## config.mk

```make
export PLATFORM = sky130hd
export DESIGN_NAME = uart_rx_byte
export DESIGN_NICKNAME = d
export VERILOG_FILES = /design/src/rtl/uart_rx_byte.sv
export SDC_FILE = /design/constraint.sdc
export NUM_CORES = 1
export LEC_CHECK = 0
export ABC_AREA = 0
export CAP_MARGIN = 30
export CORE_MARGIN = 2
export CORE_UTILIZATION = 33
export CTS_BUF_LIST = sky130_fd_sc_hd__clkbuf_8
export DETAILED_ROUTE_END_ITERATION = 12
export HOLD_SLACK_MARGIN = 0.06
export SYNTH_ARGS = -nofsm -noshare
export SYNTH_HDL_FRONTEND = slang
export SYNTH_SLANG_ARGS = --single-unit
```

## constraint.sdc

```tcl
create_clock -name clk -period 3.5 [get_ports clk]
set_input_delay 0.7 -clock clk [delete_from_list [all_inputs] [get_ports clk]]
set_output_delay 0.7 -clock clk [all_outputs]
set_load 0.005 [all_outputs]
```

## src/rtl/uart_rx_byte.sv

```systemverilog
// UART receiver: 8N1 frames on rx become value plus a one-cycle data_valid strobe.
// Define UART_RX_PARITY_EN to receive 8E1 frames instead (even parity checked before the stop bit).
`timescale 1ns/1ps
module uart_rx_byte #(
  parameter int CLK_FREQ = 50_000_000,
  parameter int BAUD     = 9600
) (
  input  logic       clk,
  input  logic       rst,
  input  logic       rx,
  output logic [7:0] value,
  output logic       data_valid,
  output logic       frame_error,
  output logic       busy
);

  localparam int CLKS_PER_BIT = CLK_FREQ / BAUD;
  localparam int CW           = (CLKS_PER_BIT > 1) ? $clog2(CLKS_PER_BIT) : 1;
  localparam logic [CW-1:0] HALF_LAST = CW'(CLKS_PER_BIT / 2 - 1);
  localparam logic [CW-1:0] FULL_LAST = CW'(CLKS_PER_BIT - 1);

`ifdef UART_RX_PARITY_EN
  typedef enum logic [2:0] {
    IDLE   = 3'd0,
    START  = 3'd1,
    DATA   = 3'd2,
    PARITY = 3'd3,
    STOP   = 3'd4
  } state_t;

  // Even parity: the data bits plus the parity bit must hold an even number of ones.
  function automatic logic even_parity_ok(input logic [7:0] data, input logic par);
    return ((^{data, par}) == 1'b0);
  endfunction
`else
  typedef enum logic [2:0] {
    IDLE  = 3'd0,
    START = 3'd1,
    DATA  = 3'd2,
    STOP  = 3'd4
  } state_t;
`endif

  state_t        state_r;
  logic          rx_meta_r;
  logic          rx_sync_r;
  logic [CW-1:0] cnt_r;
  logic [2:0]    idx_r;
  logic [7:0]    shift_r;
`ifdef UART_RX_PARITY_EN
  logic          parity_r;
`endif

  // Two-flop synchroniser for the asynchronous serial line (idle high).
  always_ff @(posedge clk) begin
    if (rst) begin
      rx_meta_r <= 1'b1;
      rx_sync_r <= 1'b1;
    end else begin
      rx_meta_r <= rx;
      rx_sync_r <= rx_meta_r;
    end
  end

  // Frame FSM with registered strobes, busy and value.
  always_ff @(posedge clk) begin
    if (rst) begin
      state_r     <= IDLE;
      cnt_r       <= {CW{1'b0}};
      idx_r       <= 3'd0;
      shift_r     <= 8'h00;
      value       <= 8'h00;
      data_valid  <= 1'b0;
      frame_error <= 1'b0;
      busy        <= 1'b0;
`ifdef UART_RX_PARITY_EN
      parity_r    <= 1'b0;
`endif
    end else begin
      data_valid  <= 1'b0;
      frame_error <= 1'b0;
      case (state_r)
        IDLE: begin
          cnt_r <= {CW{1'b0}};
          idx_r <= 3'd0;
          if (!rx_sync_r) begin
            state_r <= START;
            busy    <= 1'b1;
          end else begin
            state_r <= IDLE;
            busy    <= 1'b0;
          end
        end
        START: begin
          // Re-check the line at mid start bit to reject glitches.
          if (cnt_r == HALF_LAST) begin
            cnt_r <= {CW{1'b0}};
            if (!rx_sync_r) begin
              state_r <= DATA;
            end else begin
              state_r <= IDLE;
              busy    <= 1'b0;
            end
          end else begin
            cnt_r <= cnt_r + CW'(1);
          end
        end
        DATA: begin
          if (cnt_r == FULL_LAST) begin
            cnt_r          <= {CW{1'b0}};
            shift_r[idx_r] <= rx_sync_r;
            if (idx_r == 3'd7) begin
              idx_r   <= 3'd0;
`ifdef UART_RX_PARITY_EN
              state_r <= PARITY;
`else
              state_r <= STOP;
`endif
            end else begin
              idx_r <= idx_r + 3'd1;
            end
          end else begin
            cnt_r <= cnt_r + CW'(1);
          end
        end
`ifdef UART_RX_PARITY_EN
        PARITY: begin
          if (cnt_r == FULL_LAST) begin
            cnt_r    <= {CW{1'b0}};
            parity_r <= rx_sync_r;
            state_r  <= STOP;
          end else begin
            cnt_r <= cnt_r + CW'(1);
          end
        end
`endif
        STOP: begin
          // Leave at mid stop bit so a back-to-back start edge is not missed.
          if (cnt_r == FULL_LAST) begin
            cnt_r   <= {CW{1'b0}};
            state_r <= IDLE;
            busy    <= 1'b0;
`ifdef UART_RX_PARITY_EN
            if (rx_sync_r && even_parity_ok(shift_r, parity_r)) begin
`else
            if (rx_sync_r) begin
`endif
              value      <= shift_r;
              data_valid <= 1'b1;
            end else begin
              frame_error <= 1'b1;
            end
          end else begin
            cnt_r <= cnt_r + CW'(1);
          end
        end
        default: begin
          state_r <= IDLE;
          cnt_r   <= {CW{1'b0}};
          idx_r   <= 3'd0;
          busy    <= 1'b0;
        end
      endcase
    end
  end

endmodule
```

==> results of run 1 <==
[kinds of logic after synthesis]
kind of cell / share of synthesized area, %
buf+inv: 7.382
simple gates: 33.00
xor+xnor: 5.645
compound gates: 11.91
flops: 39.70
mux: 0.4963
fa+ha+maj: 1.861
[where the power goes]
group | total [mW] | switching (mW) | internal (mW)
Sequential | 0.462 | 0.00492 | 0.457
Clock | 0.365 | 0.156 | 0.209
Combinational | 0.0262 | 0.0158 | 0.0104
Total | 0.853 | 0.177 | 0.676
[stage by stage]
| step | cell area [um2] | cells |
|---|---|---|
| 3_5_place_dp | 2133 | 293 |
| 2_1_floorplan | 2017 | 220 |
| 5_1_grt | 2241 | 301 |
| 6_report | 2241 | 301 |
| 3_3_place_gp | 2133 | 293 |
| 4_1_cts | 2241 | 301 |
[sequential cells by signal (all words and copies together), names as in the netlist]
name         flops
rx_sync_r        1
cnt_r           13
idx_r            3
data_valid       1
state_r          3
busy             1
frame_error      1
rx_meta_r        1
value            8
shift_r          8
[worst reg2reg max path, cell delays in order (launching register included)]
cell,delay [ns]
dfxtp_1,0.40
ha_1,0.30
and4bb_1,0.42
nand4_1,0.23
a21oi_2,0.61
nor3_1,0.11
[routing by layer]
layer / up-vias / track usage (%)
li1: 804 / -
met1: 740 / 15.92
met2: 21 / 20.73
met3: 4 / 3.587
met4: 0 / 4.000
met5: - / 0
[cells in the final DEF (no fill, tap or decap), types with 2 or more instances in the layout]
cell type / count
a21oi_1: 21
and2_1: 2
and4_1: 2
and4bb_1: 2
and4bb_2: 2
buf_4: 3
clkbuf_8: 5
clkdlybuf4s50_1: 13
dfxtp_1: 40
ha_1: 3
inv_1: 6
nand2_1: 15
nand2b_1: 4
nand3_1: 13
nand4_1: 12
nand4_2: 2
nor2_1: 13
nor2b_1: 3
nor3_1: 10
nor3_2: 6
nor4_1: 3
nor4b_1: 2
o21ai_0: 5
o31ai_1: 3
or2_2: 2
xnor2_1: 9
xor2_1: 4
[synthesized netlist by cell type (all sizes together) (2+ instances only)]
cell type / n / area (um2)
nand3: 13 / 65.06
clkbuf: 3 / 11.26
nand2: 15 / 56.30
nor3b: 2 / 26.28
nand2b: 4 / 25.02
ha: 3 / 37.54
a21oi: 22 / 113.9
and4: 2 / 17.52
dfxtp: 40 / 800.8
nand4: 15 / 121.4
buf: 15 / 118.9
xnor2: 9 / 78.83
inv: 5 / 18.77
o21ai: 6 / 30.02
and4bb: 5 / 66.31
or2: 2 / 12.51
xor2: 4 / 35.03
nor3: 17 / 126.4
nor2: 13 / 48.80
nor2b: 3 / 18.77
and2: 2 / 12.51
nor4b: 2 / 17.52
o31ai: 3 / 22.52
nor4: 3 / 18.77
[cell type report]
type | instances | area [um2]
Sequential cell | 40 | 800.8
Tap cell | 75 | 93.84
Inverter | 5 | 18.77
Clock buffer | 5 | 68.82
Fill cell | 587 | 3680
Timing Repair Buffer | 16 | 152.6
Multi-Input combinational cell | 157 | 1067
Clock inverter | 3 | 38.79
[final timing paths]
kind / to / slack, ns
worst max-delay path: cnt_r[4] / 1.27
worst max register to register: cnt_r[4] / 1.27
worst min-delay path: rx_sync_r / 0.42
worst min register to register: rx_sync_r / 0.42
==> reports/metrics.cfg, run 1 <==
[logic_synthesis]
syn-num-nets = 226
seq_area_frac_synth_pct = 39.70
yosysWarnings = 0
synth_edf_count = 0
syn-instance-count = 220
netlist_area_um2 = 2017
synth-seq-cells = 40
avgSynthCellArea_um2 = 9.168
ys_async_sr_fraction_pct = 0
synth_cell_types = 47
yosys_most_used_dff = dfxtp_1

[sta]
fin_skew_ns = 0.01327
finalHoldViolCount = 0
finalSetupTns_ns = 0
hold_ws_ns = 0.4215
rsz0062_at_grt = no
fin_ws_ns = 1.275
fin_crit_ns = 2.225
drv_slew = 0
max_slew_margin_pct = 54.36
fmax_ghz = 0.4494
fin_crit_sh_pct = 63.58
worstMarginPinSlew_ns = 0.6846
finalSetupViolCount = 0

[floorplanning]
core_area_um2 = 5921
rows = 28
ios = 14
start_util_pct = 34.07
die_x_um = 82.18
die_area_um2 = 6754
dieHeight_um = 82.18

[critical_path]
crit_arrival_ns = 2.37
path_cells = ha_1 > and4bb_1 > nand4_1 > a21oi_2 > nor3_1
cp_max_fo = 11
path_class = reg -> reg
worst-path-buf-inv = 0
critical-path-slowest-cell = a21oi_2
critPathTopFamily = simple AND/OR/NAND/NOR gates
crit_cells = 5
cp.required_ns = 3.64
max_stage_delay_ns = 0.61
startpoint = cnt_r[0]
r2r.worst_path.cells = 5
timing.rr.start = cnt_r[0]
start_kind = flop
endpoint_kind = flop

[route]
drtIter0Drc = 39
drc = 0
highest_layer = met4
via_per_inst = 5.213
ant_nets = 0
vias = 1569
routed_wl_um = 3952
dr.pass1.iters = 4
wl_met2_um = 1812
wl_met1_um = 1998
wl_met3_um = 110
wl_per_cell_um = 13.13

[cells_and_area]
antenna_cells = 0
nNetsFinal = 231
fin_util_pct = 37.85
syn2layout_area_growth_pct = 11.10
layout-drive-gt1-share_pct = 12.83

[clock_tree]
htreeDepth = 2
clk_root_buffer_cell = clkbuf_8
clock-sinks = 40
post-cts-setup-buffers = 0
clkLatencyLatePin_ns = 0.29
cts_buffers = 5
clk_pin_slew_worst_paths_ns = 0.07
hold_buffers = 0
cts_tree = done
cts_resized = 0
clockBufferDepth = 2

[global_route]
grt_pass1_vias = 1410
track_usage_pct = 12.62
grt-ovfl-total = 0
antenna_found_initial = 0
grt_pass1_wl_um = 6520
grt_max_degree = 25

[power_and_ir_drop]
power_density_nw_per_um2 = 380.5
leakagePower_nw = 0.7131
totalPowerFinal_mw = 0.8526
ir_drop_mv = 0.2667

[placed_design]
port_buffers = 13
place.gp.congestion = 0.7498
pre_cts_ws_ns = 1.204
dp_hpwl_um = 2668

[run]
maxCapViolCount = 0

[hold_path]
worstHoldPathType = reg -> reg
whs_path_depth = 1
holdCritStartpoint = rx_meta_r

[outcome]
outcome = completed

Note: power is estimated with default switching activity, not from simulation.
==> inputs of run 2 (changes only) <==
clock period = 2.3 ns   (was 3.5 ns; I/O delays follow)
==> reports/metrics.cfg, run 2 (synthesized netlist as in run 1, its figures left out) <==
[sta]
fin_crit_sh_pct = 87.36  ; was 63.58%
worstMarginPinSlew_ns = 0.5637  ; was 0.6846 ns
fin_crit_ns = 2.009  ; was 2.225 ns
max_slew_margin_pct = 61.89  ; was 54.36%
drv_slew = 0  ; unchanged
finalSetupViolCount = 0  ; unchanged
hold_ws_ns = 0.4137  ; was 0.4215 ns
fmax_ghz = 0.4977  ; was 0.4494 GHz
finalSetupTns_ns = 0  ; unchanged
rsz0062_at_grt = no  ; unchanged
fin_skew_ns = 0.005423  ; was 0.01327 ns
finalHoldViolCount = 0  ; unchanged

[cells_and_area]
fin_cells = 303  ; was 301
syn2layout_area_growth_pct = 11.85  ; was 11.10%
final_cell_area_um2 = 2256  ; was 2241 um2
antenna_cells = 0  ; unchanged
top_regs = cnt_r (13), shift_r (8), value (8)  ; unchanged
largest_register_ffs = 13  ; unchanged
top_register = cnt_r  ; unchanged
layout_commonest_cell = dfxtp_1  ; unchanged
final_cell_mix = dfxtp_1, a21oi_1, nand2_1  ; unchanged
nNetsFinal = 233  ; was 231
layout-drive-gt1-share_pct = 13.60  ; was 12.83%

[route]
via_per_inst = 5.165  ; was 5.213
wl_per_cell_um = 13.00  ; was 13.13 um
ant_nets = 0  ; unchanged
vias = 1565  ; was 1569
dr.pass1.iters = 4  ; unchanged
routed_wl_um = 3938  ; was 3952 um
drc = 0  ; unchanged
drtIter0Drc = 79  ; was 39

[placed_design]
dpl.cell_count = 295  ; was 293
port_buffers = 13  ; unchanged
place.gp.congestion = 0.7981  ; was 0.7498
dpl_cell_area_um2 = 2148  ; was 2133 um2
dp_hpwl_um = 2732  ; was 2668 um

[run]
maxCapViolCount = 0  ; unchanged

[floorplanning]
dieHeight_um = 82.18  ; unchanged
ios = 14  ; unchanged
die_area_um2 = 6754  ; unchanged
rows = 28  ; unchanged
die_x_um = 82.18  ; unchanged
start_util_pct = 34.07  ; unchanged
core_area_um2 = 5921  ; unchanged

[global_route]
grt-ovfl-total = 0  ; unchanged
grt_max_degree = 27  ; was 25
grt_pass1_vias = 1493  ; was 1410
antenna_found_initial = 0  ; unchanged
grt_pass1_wl_um = 6962  ; was 6520 um
track_usage_pct = 13.13  ; was 12.62%

[hold_path]
whs_path_depth = 1  ; unchanged
worstHoldPathType = reg -> reg  ; unchanged
min_to = rx_sync_r  ; unchanged
holdCritStartpoint = rx_meta_r  ; unchanged

[critical_path]
r2r_end = state_r[1]  ; was cnt_r[4]
critical-path-slowest-cell = and4_1  ; was a21oi_2
max_stage_delay_ns = 0.51  ; was 0.61 ns
cp_max_fo = 10  ; was 11
rrSetupSlack_ns = 0.29  ; was 1.27 ns
path_class = reg -> reg  ; unchanged
crit_arrival_ns = 2.19  ; was 2.37 ns
timing.rr.start = cnt_r[0]  ; unchanged
cp.required_ns = 2.48  ; was 3.64 ns
path_cells = ha_1 > and4bb_1 > and4_1 > a21oi_1 > o21a_1  ; was ha_1 > and4bb_1 > nand4_1 > a21oi_2 > nor3_1
r2r.worst_path.cells = 5  ; unchanged
endpoint_kind = flop  ; unchanged
start_kind = flop  ; unchanged

[clock_tree]
clock-sinks = 40  ; unchanged
post-cts-setup-buffers = 0  ; unchanged
hold_buffers = 0  ; unchanged
htreeDepth = 2  ; unchanged
clockBufferDepth = 2  ; unchanged
clk_root_buffer_cell = clkbuf_8  ; unchanged
cts_buffers = 5  ; unchanged
clkLatencyLatePin_ns = 0.28  ; was 0.29 ns
clk_pin_slew_worst_paths_ns = 0.08  ; was 0.07 ns
cts_resized = 0  ; unchanged
cts_tree = done  ; unchanged

[power_and_ir_drop]
power_density_nw_per_um2 = 576.3  ; was 380.5 nW/um2
ir_drop_mv = 0.2636  ; was 0.2667 mV
leakagePower_nw = 0.7218  ; was 0.7131 nW

[outcome]
outcome = completed  ; unchanged

[run 2: changes by cell type in the layout (fill, tap and decap cells not counted), sizes merged]
cell,delta
buf,+2
[run 2: area by class of cell]
type | instances | area [um2]
fill | 614 | 3665
multi-input combinational | 157 | 1067
sequential | 40 | 800.8
timing repair buffer | 18 | 167.7
tap | 75 | 93.84
clock buffer | 5 | 68.82
clock inverter | 3 | 38.79
inverter | 5 | 18.77
[run 2: worst max-delay path: cells and delay by family (launching register included)]
family | cells | cell delay, ns
AOI/OAI and AO/OA | 2 | 0.31
DFF | 1 | 0.39
and+or+nand+nor | 2 | 0.92
adders and majority gates | 1 | 0.29
[run 2: where the power goes]
| group | internal, mW | total (mW) | leakage [nW] | switching [mW] |
|---|---|---|---|---|
| Sequential | 0.695 | 0.700 | 0.323 | 0.00516 |
| Clock | 0.318 | 0.555 | 0.0593 | 0.238 |
| Combinational | 0.0181 | 0.0448 | 0.340 | 0.0268 |
| Total | 1.03 | 1.30 | 0.722 | 0.270 |
[run 2: per-stage QoR]
stage | setup slack, ns | utilization (%) | power (mW)
6_report | 0.2908 | 38.10 | 1.300
5_1_grt | 0.06558 | 38.10 | 1.357
4_1_cts | 0.2892 | 38.10 | 1.317
3_5_place_dp | 0.3052 | 36.28 | 0.7618
3_3_place_gp | 0.3821 | 36.28 | 0.7618
2_1_floorplan | 0.6965 | - | 0.7509
[run 2: how the worst max path moves through the flow]
stage	endpoint	slack (ns)	depth (start not counted)	start
2_1_floorplan	shift_r[2]	0.70	7	cnt_r[0]
3_3_place_gp	state_r[1]	0.38	5	cnt_r[0]
3_5_place_dp	state_r[1]	0.31	5	cnt_r[0]
4_1_cts	state_r[1]	0.29	5	cnt_r[0]
5_1_grt	state_r[1]	0.07	5	cnt_r[0]
6_report	state_r[1]	0.29	5	cnt_r[0]
[run 2: metal layers]
metal	part of all wire (%)	wire [um]	track usage (%)
met3	2.9	114	3.587
met5	0	0	0
met2	46	1800	20.73
met1	51	1992	17.42
met4	0.76	30	4.000
